**src/rtl/uart_cmd_pkg.sv**
```systemverilog
// Shared types and constants for the UART command-frame controller.
package uart_cmd_pkg;

   typedef enum logic [2:0] {
      ST_IDLE  = 3'd0,
      ST_OPC   = 3'd1,
      ST_ADDR  = 3'd2,
      ST_DATA  = 3'd3,
      ST_CSUM  = 3'd4,
      ST_ISSUE = 3'd5
   } state_t;

   localparam logic [7:0] SYNC_BYTE = 8'hA5;
   localparam logic [7:0] OPC_WRITE = 8'h01;
   localparam logic [7:0] OPC_READ  = 8'h02;

   localparam logic [1:0] ERR_OPC     = 2'b01;
   localparam logic [1:0] ERR_CSUM    = 2'b10;
   localparam logic [1:0] ERR_TIMEOUT = 2'b11;

   // True for the two opcodes the controller understands.
   function automatic logic is_valid_opc(input logic [7:0] b);
      return (b == OPC_WRITE) || (b == OPC_READ);
   endfunction

endpackage

```
**src/rtl/uart_cmd_timeout.sv**
```systemverilog
// Inter-byte idle counter; expire flags the last allowed idle cycle.
module uart_cmd_timeout #(
   parameter int unsigned TIMEOUT_CYCLES = 100000
) (
   input  logic clk,
   input  logic rst,
   input  logic clear,
   input  logic enable,
   output logic expire
);

   localparam int unsigned CNT_W = (TIMEOUT_CYCLES > 1) ? $clog2(TIMEOUT_CYCLES) : 1;

   logic [CNT_W-1:0] r_cnt;
   logic             w_at_limit;

   assign w_at_limit = (r_cnt == CNT_W'(TIMEOUT_CYCLES - 1));
   assign expire     = enable && w_at_limit;

   // Count idle cycles while enabled, holding at the limit.
   always_ff @(posedge clk or posedge rst) begin
      if (rst) begin
         r_cnt <= '0;
      end else if (clear) begin
         r_cnt <= '0;
      end else if (enable && !w_at_limit) begin
         r_cnt <= r_cnt + CNT_W'(1);
      end
   end

endmodule

```
**src/rtl/uart_cmd_ctrl.sv**
```systemverilog
// Parses UART byte frames into single bus read/write commands.
module uart_cmd_ctrl
   import uart_cmd_pkg::*;
#(
   parameter int unsigned ADDR_WIDTH     = 32,
   parameter int unsigned DATA_WIDTH     = 32,
   parameter int unsigned TIMEOUT_CYCLES = 100000
) (
   input  logic                  clk,
   input  logic                  rst,
   input  logic [7:0]            rx_data,
   input  logic                  rx_valid,
   output logic                  rx_ready,
   output logic                  cmd_valid,
   input  logic                  cmd_ready,
   output logic                  cmd_write,
   output logic [ADDR_WIDTH-1:0] cmd_addr,
   output logic [DATA_WIDTH-1:0] cmd_wdata,
   output logic                  err_valid,
   output logic [1:0]            err_code,
   output logic [15:0]           frame_cnt,
   output logic [7:0]            err_cnt
);

   localparam int unsigned ADDR_BYTES = ADDR_WIDTH / 8;
   localparam int unsigned DATA_BYTES = DATA_WIDTH / 8;
   localparam int unsigned BCNT_W     = 8;

   state_t                r_state;
   logic                  r_rx_ready;
   logic                  r_cmd_valid;
   logic                  r_cmd_write;
   logic [ADDR_WIDTH-1:0] r_addr;
   logic [DATA_WIDTH-1:0] r_wdata;
   logic [7:0]            r_csum;
   logic [BCNT_W-1:0]     r_byte_cnt;
   logic                  r_err_valid;
   logic [1:0]            r_err_code;
   logic [15:0]           r_frame_cnt;
   logic [7:0]            r_err_cnt;

   logic                  w_xfer;
   logic                  w_expire;
   logic                  w_tmo_en;
   logic                  w_tmo_clr;
   logic                  w_last_addr;
   logic                  w_last_data;
   logic                  w_err;
   logic [1:0]            w_err_code;

   assign w_xfer      = rx_valid && r_rx_ready;
   assign w_last_addr = (r_byte_cnt == BCNT_W'(ADDR_BYTES - 1));
   assign w_last_data = (r_byte_cnt == BCNT_W'(DATA_BYTES - 1));
   assign w_tmo_en    = (r_state == ST_OPC) || (r_state == ST_ADDR) ||
                        (r_state == ST_DATA) || (r_state == ST_CSUM);
   assign w_tmo_clr   = w_xfer || (r_state == ST_IDLE);

   uart_cmd_timeout #(
      .TIMEOUT_CYCLES(TIMEOUT_CYCLES)
   ) u_timeout (
      .clk   (clk),
      .rst   (rst),
      .clear (w_tmo_clr),
      .enable(w_tmo_en),
      .expire(w_expire)
   );

   // Error detection: bad opcode, checksum mismatch, or idle timeout (a byte this cycle wins).
   always_comb begin
      w_err      = 1'b0;
      w_err_code = ERR_OPC;
      if (!w_xfer && w_expire) begin
         w_err      = 1'b1;
         w_err_code = ERR_TIMEOUT;
      end else if (w_xfer && (r_state == ST_OPC) && !is_valid_opc(rx_data)) begin
         w_err      = 1'b1;
         w_err_code = ERR_OPC;
      end else if (w_xfer && (r_state == ST_CSUM) && (rx_data != r_csum)) begin
         w_err      = 1'b1;
         w_err_code = ERR_CSUM;
      end
   end

   // Frame-parsing FSM with registered command, error and statistics outputs.
   always_ff @(posedge clk or posedge rst) begin
      if (rst) begin
         r_state     <= ST_IDLE;
         r_rx_ready  <= 1'b1;
         r_cmd_valid <= 1'b0;
         r_cmd_write <= 1'b0;
         r_addr      <= '0;
         r_wdata     <= '0;
         r_csum      <= '0;
         r_byte_cnt  <= '0;
         r_err_valid <= 1'b0;
         r_err_code  <= '0;
         r_frame_cnt <= '0;
         r_err_cnt   <= '0;
      end else begin
         r_err_valid <= 1'b0;
         if (w_err) begin
            r_state     <= ST_IDLE;
            r_rx_ready  <= 1'b1;
            r_err_valid <= 1'b1;
            r_err_code  <= w_err_code;
            if (r_err_cnt != 8'hFF) begin
               r_err_cnt <= r_err_cnt + 8'd1;
            end
         end else begin
            case (r_state)
               ST_IDLE: begin
                  if (w_xfer && (rx_data == SYNC_BYTE)) begin
                     r_state <= ST_OPC;
                  end
               end
               ST_OPC: begin
                  if (w_xfer) begin
                     r_cmd_write <= (rx_data == OPC_WRITE);
                     r_csum      <= rx_data;
                     r_wdata     <= '0;
                     r_byte_cnt  <= '0;
                     r_state     <= ST_ADDR;
                  end
               end
               ST_ADDR: begin
                  if (w_xfer) begin
                     r_addr <= (r_addr << 8) | ADDR_WIDTH'(rx_data);
                     r_csum <= r_csum ^ rx_data;
                     if (w_last_addr) begin
                        r_byte_cnt <= '0;
                        r_state    <= r_cmd_write ? ST_DATA : ST_CSUM;
                     end else begin
                        r_byte_cnt <= r_byte_cnt + BCNT_W'(1);
                     end
                  end
               end
               ST_DATA: begin
                  if (w_xfer) begin
                     r_wdata <= (r_wdata << 8) | DATA_WIDTH'(rx_data);
                     r_csum  <= r_csum ^ rx_data;
                     if (w_last_data) begin
                        r_byte_cnt <= '0;
                        r_state    <= ST_CSUM;
                     end else begin
                        r_byte_cnt <= r_byte_cnt + BCNT_W'(1);
                     end
                  end
               end
               ST_CSUM: begin
                  if (w_xfer) begin
                     r_state     <= ST_ISSUE;
                     r_cmd_valid <= 1'b1;
                     r_rx_ready  <= 1'b0;
                  end
               end
               ST_ISSUE: begin
                  if (r_cmd_valid && cmd_ready) begin
                     r_cmd_valid <= 1'b0;
                     r_frame_cnt <= r_frame_cnt + 16'd1;
                     r_rx_ready  <= 1'b1;
                     r_state     <= ST_IDLE;
                  end
               end
               default: begin
                  r_state     <= ST_IDLE;
                  r_rx_ready  <= 1'b1;
                  r_cmd_valid <= 1'b0;
               end
            endcase
         end
      end
   end

   assign rx_ready  = r_rx_ready;
   assign cmd_valid = r_cmd_valid;
   assign cmd_write = r_cmd_write;
   assign cmd_addr  = r_addr;
   assign cmd_wdata = r_wdata;
   assign err_valid = r_err_valid;
   assign err_code  = r_err_code;
   assign frame_cnt = r_frame_cnt;
   assign err_cnt   = r_err_cnt;

endmodule

```
**config.mk**
```make
export PLATFORM = sky130hd
export DESIGN_NAME = uart_cmd_ctrl
export DESIGN_NICKNAME = d
export VERILOG_FILES = /design/src/rtl/uart_cmd_pkg.sv /design/src/rtl/uart_cmd_timeout.sv /design/src/rtl/uart_cmd_ctrl.sv
export SDC_FILE = /design/constraint.sdc
export NUM_CORES = 1
export LEC_CHECK = 0
export BUFFER_PORTS_ARGS = -buffer_cell sky130_fd_sc_hd__buf_2
export CAP_MARGIN = 20
export CORE_UTILIZATION = 50
export CTS_CLUSTER_SIZE = 14
export DETAILED_ROUTE_END_ITERATION = 7
export PLACE_DENSITY = 0.7
export SYNTH_ARGS = -nofsm -noshare
export SYNTH_HDL_FRONTEND = slang
export SYNTH_SLANG_ARGS = --single-unit
```
**constraint.sdc**
```tcl
create_clock -name clk -period 7.4 [get_ports clk]
set_clock_uncertainty 0.2 [all_clocks]
set_input_delay 0.74 -clock clk [delete_from_list [all_inputs] [get_ports clk]]
set_output_delay 0.74 -clock clk [all_outputs]
set_load 0.01 [all_outputs]
```
==> flow_summary.toml <==
[status]
outcome = "finished clean"

[clock_network]
cts_tree = "yes"
cts_resized = 0
htreeDepth = 4
path_clk_slew_ns = 0.05
cts_buffer_depth = 2
cts_buffers = 17
numClockSinks = 130
cts_setup_buffers = 0
cts.hold.buffers_added = 0
insertion_delay_ns = 0.42
cts-root-buf = "clkbuf_16"

[synth]
netlist_top_cells_area = "dfrtp_1, nand2_1, mux2_2"
ys_types = 47
avgSynthCellArea_um2 = 10.15
yosys.area.top_type = "dfrtp_1"
syn-num-nets = 593
synth_ff_type = "dfrtp_1"
yosysWarnings = 0
synth_edf_count = 0
ys_seq_area_frac = 0.5557
synthesis.area_um2 = 5857
synthCells = 577
async_flop_share = 1.000
synth.top_cell.area_share = 0.5512
synth-seq-cells = 130

[power]
finalPower_mw = 2.437
p_comb_frac = 0.264
ir_worst_vdd_mv = 0.2085
cellPowerDensity_nw_per_um2 = 342.8
leakage_nw = 3.347
netSwitchingFraction = 0.3325
pwr-share-seq = 0.415
internal_power_mw = 1.627
clkPwrFrac = 0.321
p_switching_uw = 810.3

[floorplan]
fp-row-count = 39
die_area_um2 = 12150
start_util = 0.5129
core_area_um2 = 11420
die_x_um = 110.2
die_y_um = 110.2
io_pins = 106

[detailed_routing]
vias = 4484
drc = 0
wl_per_cell_um = 14.78
drt-total-wl_um = 12370
first_iter_violations = 285
first_pass_iters = 5
final_antenna_net_count = 0
vias_per_cell = 5.357

[final_layout]
mostFrequentLayoutCell = "dfrtp_1"
fillerInstances = 942
insertedDiodeCount = 0
fin_area_um2 = 7108
syn_to_final_growth_pct = 21.36
final_nets = 697
final_layout_size_suffix_gt1_frac = 0.2738
final_cell_mix = "dfrtp_1, nand2_1, buf_2"
fin_util = 0.6225

[sta]
rsz0062_at_grt = "false"
hold_viol_final = 0
slew_viol_final = 0
tns_ns = 0
min_period_ns = 2.723
slew_headroom = 0.3868
worst_pin_slew_ns = 0.9198
finalCritPeriodShare = 0.3680
fmaxAchievable_mhz = 367.3
finalSetupViolCount = 0

[setup_path]
path_delay_family = "simple AND/OR/NAND/NOR gates"
path_buf_inv = 1
critPathMaxFanout = 32
cp-start-kind = "flop"
critPathKind = "reg -> reg"
cpMaxStageDelayCell = "dfrtp_1"
slowest_delay_ns = 0.57
rr_worst_depth = 5
crit_chain = "nor2b_1, nand2_1, nor2_2, buf_4, mux2_2"
rr_startpoint = "r_state[1]$_DFFE_PP0P_"
arrival_ns = 2.81
reg2reg_slack_ns = 4.68
cp-end-kind = "flop"
cp.required_ns = 7.49
worst_r2r_endpoint = "cmd_addr[20]$_DFFE_PP0P_"

[global_routing]
antenna_found_initial = 0
grt_pass1_wl_um = 19760
grt_pass1_vias = 4186
gr-usage-all-layers = 0.2142
grt_max_degree = 74
gr-total-overflow = 0

[placement]
dp_hpwl_um = 8427
gp_congestion = 0.7715
numPortBuffers = 105
placed_cell_area_um2 = 6496

[flow_run]
max_cap_viol_count = 0

[min_path]
hp-class = "in -> async"
## metrics by stage
stage | hold slack [ns] | worst slack, ns | instances
after floorplan | 0.2463 | 2.992 | 577
after global placement | 0.2546 | 4.152 | 803
after detailed placement | 0.2745 | 4.105 | 803
after CTS | 0.2508 | 4.526 | 835
after global routing | 0.2891 | 4.488 | 837
final | 0.2343 | 4.677 | 837
## worst max-delay path by stage
stage | cells past startpoint | start | slack [ns] | end
6_report | 5 | r_state[1]$_DFFE_PP0P_ | 4.68 | cmd_addr[20]$_DFFE_PP0P_
5_1_grt | 5 | r_state[1]$_DFFE_PP0P_ | 4.49 | cmd_addr[20]$_DFFE_PP0P_
4_1_cts | 7 | rx_data[3] | 4.53 | cmd_write$_DFFE_PP0P_
3_5_place_dp | 7 | rx_data[3] | 4.10 | cmd_write$_DFFE_PP0P_
3_3_place_gp | 7 | rx_data[3] | 4.15 | cmd_write$_DFFE_PP0P_
2_1_floorplan | 1 | rst | 2.99 | cmd_addr[0]$_DFFE_PP0P_
## Yosys cell counts (2+ instances only)
| library cell | instances |
|---|---|
| nor2b_1 | 2 |
| and4_1 | 2 |
| o31ai_1 | 3 |
| nor4_1 | 3 |
| nand2_1 | 114 |
| xnor2_1 | 26 |
| dfrtp_1 | 129 |
| a21oi_1 | 10 |
| nor4b_1 | 2 |
| nor2_1 | 37 |
| or3_1 | 5 |
| o21ai_0 | 65 |
| nor3_1 | 9 |
| ha_1 | 4 |
| mux2_2 | 34 |
| and3_1 | 5 |
| nand2b_1 | 7 |
| nand4_1 | 9 |
| clkbuf_1 | 23 |
| xor2_1 | 19 |
| inv_1 | 8 |
| and2_1 | 5 |
| nand3_1 | 28 |
| and2b_2 | 2 |
| mux2i_1 | 3 |
| or2_2 | 2 |
## registers in the layout (all words and copies together), names as in the netlist, 2 cells and up
name             flops
u_timeout.r_cnt     17
r_csum               8
r_state              3
err_cnt              8
cmd_addr            32
r_byte_cnt           8
cmd_wdata           32
err_code             2
frame_cnt           16
## kinds of logic (layout without fill, tap and decap cells)
logic type      count (synthesis)  in the layout  share of synthesized area
simple gates                  238            238                     0.1876
flops                         130            130                     0.5557
compound gates                 91             91                    0.08994
xor+xnor                       45             45                    0.06729
mux                            37             37                    0.07050
buf+inv                        32            149                    0.02051
fa+ha+maj                       4              4                   0.008546
## metal layers
| layer | wire [µm] | vias to the layer above | global-route usage |
|---|---|---|---|
| li1 | - | 2172 | - |
| met1 | 5683 | 2167 | 0.2888 |
| met2 | 5869 | 131 | 0.3254 |
| met3 | 667 | 14 | 0.05820 |
| met4 | 150 | 0 | 0.09305 |
| met5 | 0 | - | 0 |
## area by class of cell
cell class                 count  area [µm²]  share of cell area
clock inverter                12       107.6             0.01514
inverter                       8       32.53            0.004577
multi-input combinational    415        2490              0.3503
timing repair buffer         109       588.1             0.08273
clock buffer                  20       456.7             0.06425
sequential                   130        3254              0.4578
tap                          143       178.9             0.02517
## worst reg2reg max path, cell delays in order, from the launching register on
cell     delay (ns)
dfrtp_1        0.57
nor2b_1        0.54
nand2_1        0.35
nor2_2         0.15
buf_4          0.37
mux2_2         0.41
## power by group through the flow
stage / Clock (mW) / Combinational (mW) / Sequential [mW]
after global placement: 0 / 0.615 / 1.01
final: 0.782 / 0.643 / 1.01
after global routing: 0.832 / 0.721 / 1.04
after CTS: 0.801 / 0.636 / 1.01
after floorplan: 0 / 0.393 / 1.03
after detailed placement: 0 / 0.632 / 1.02
No activity file was read; power rests on OpenSTA's default activity.
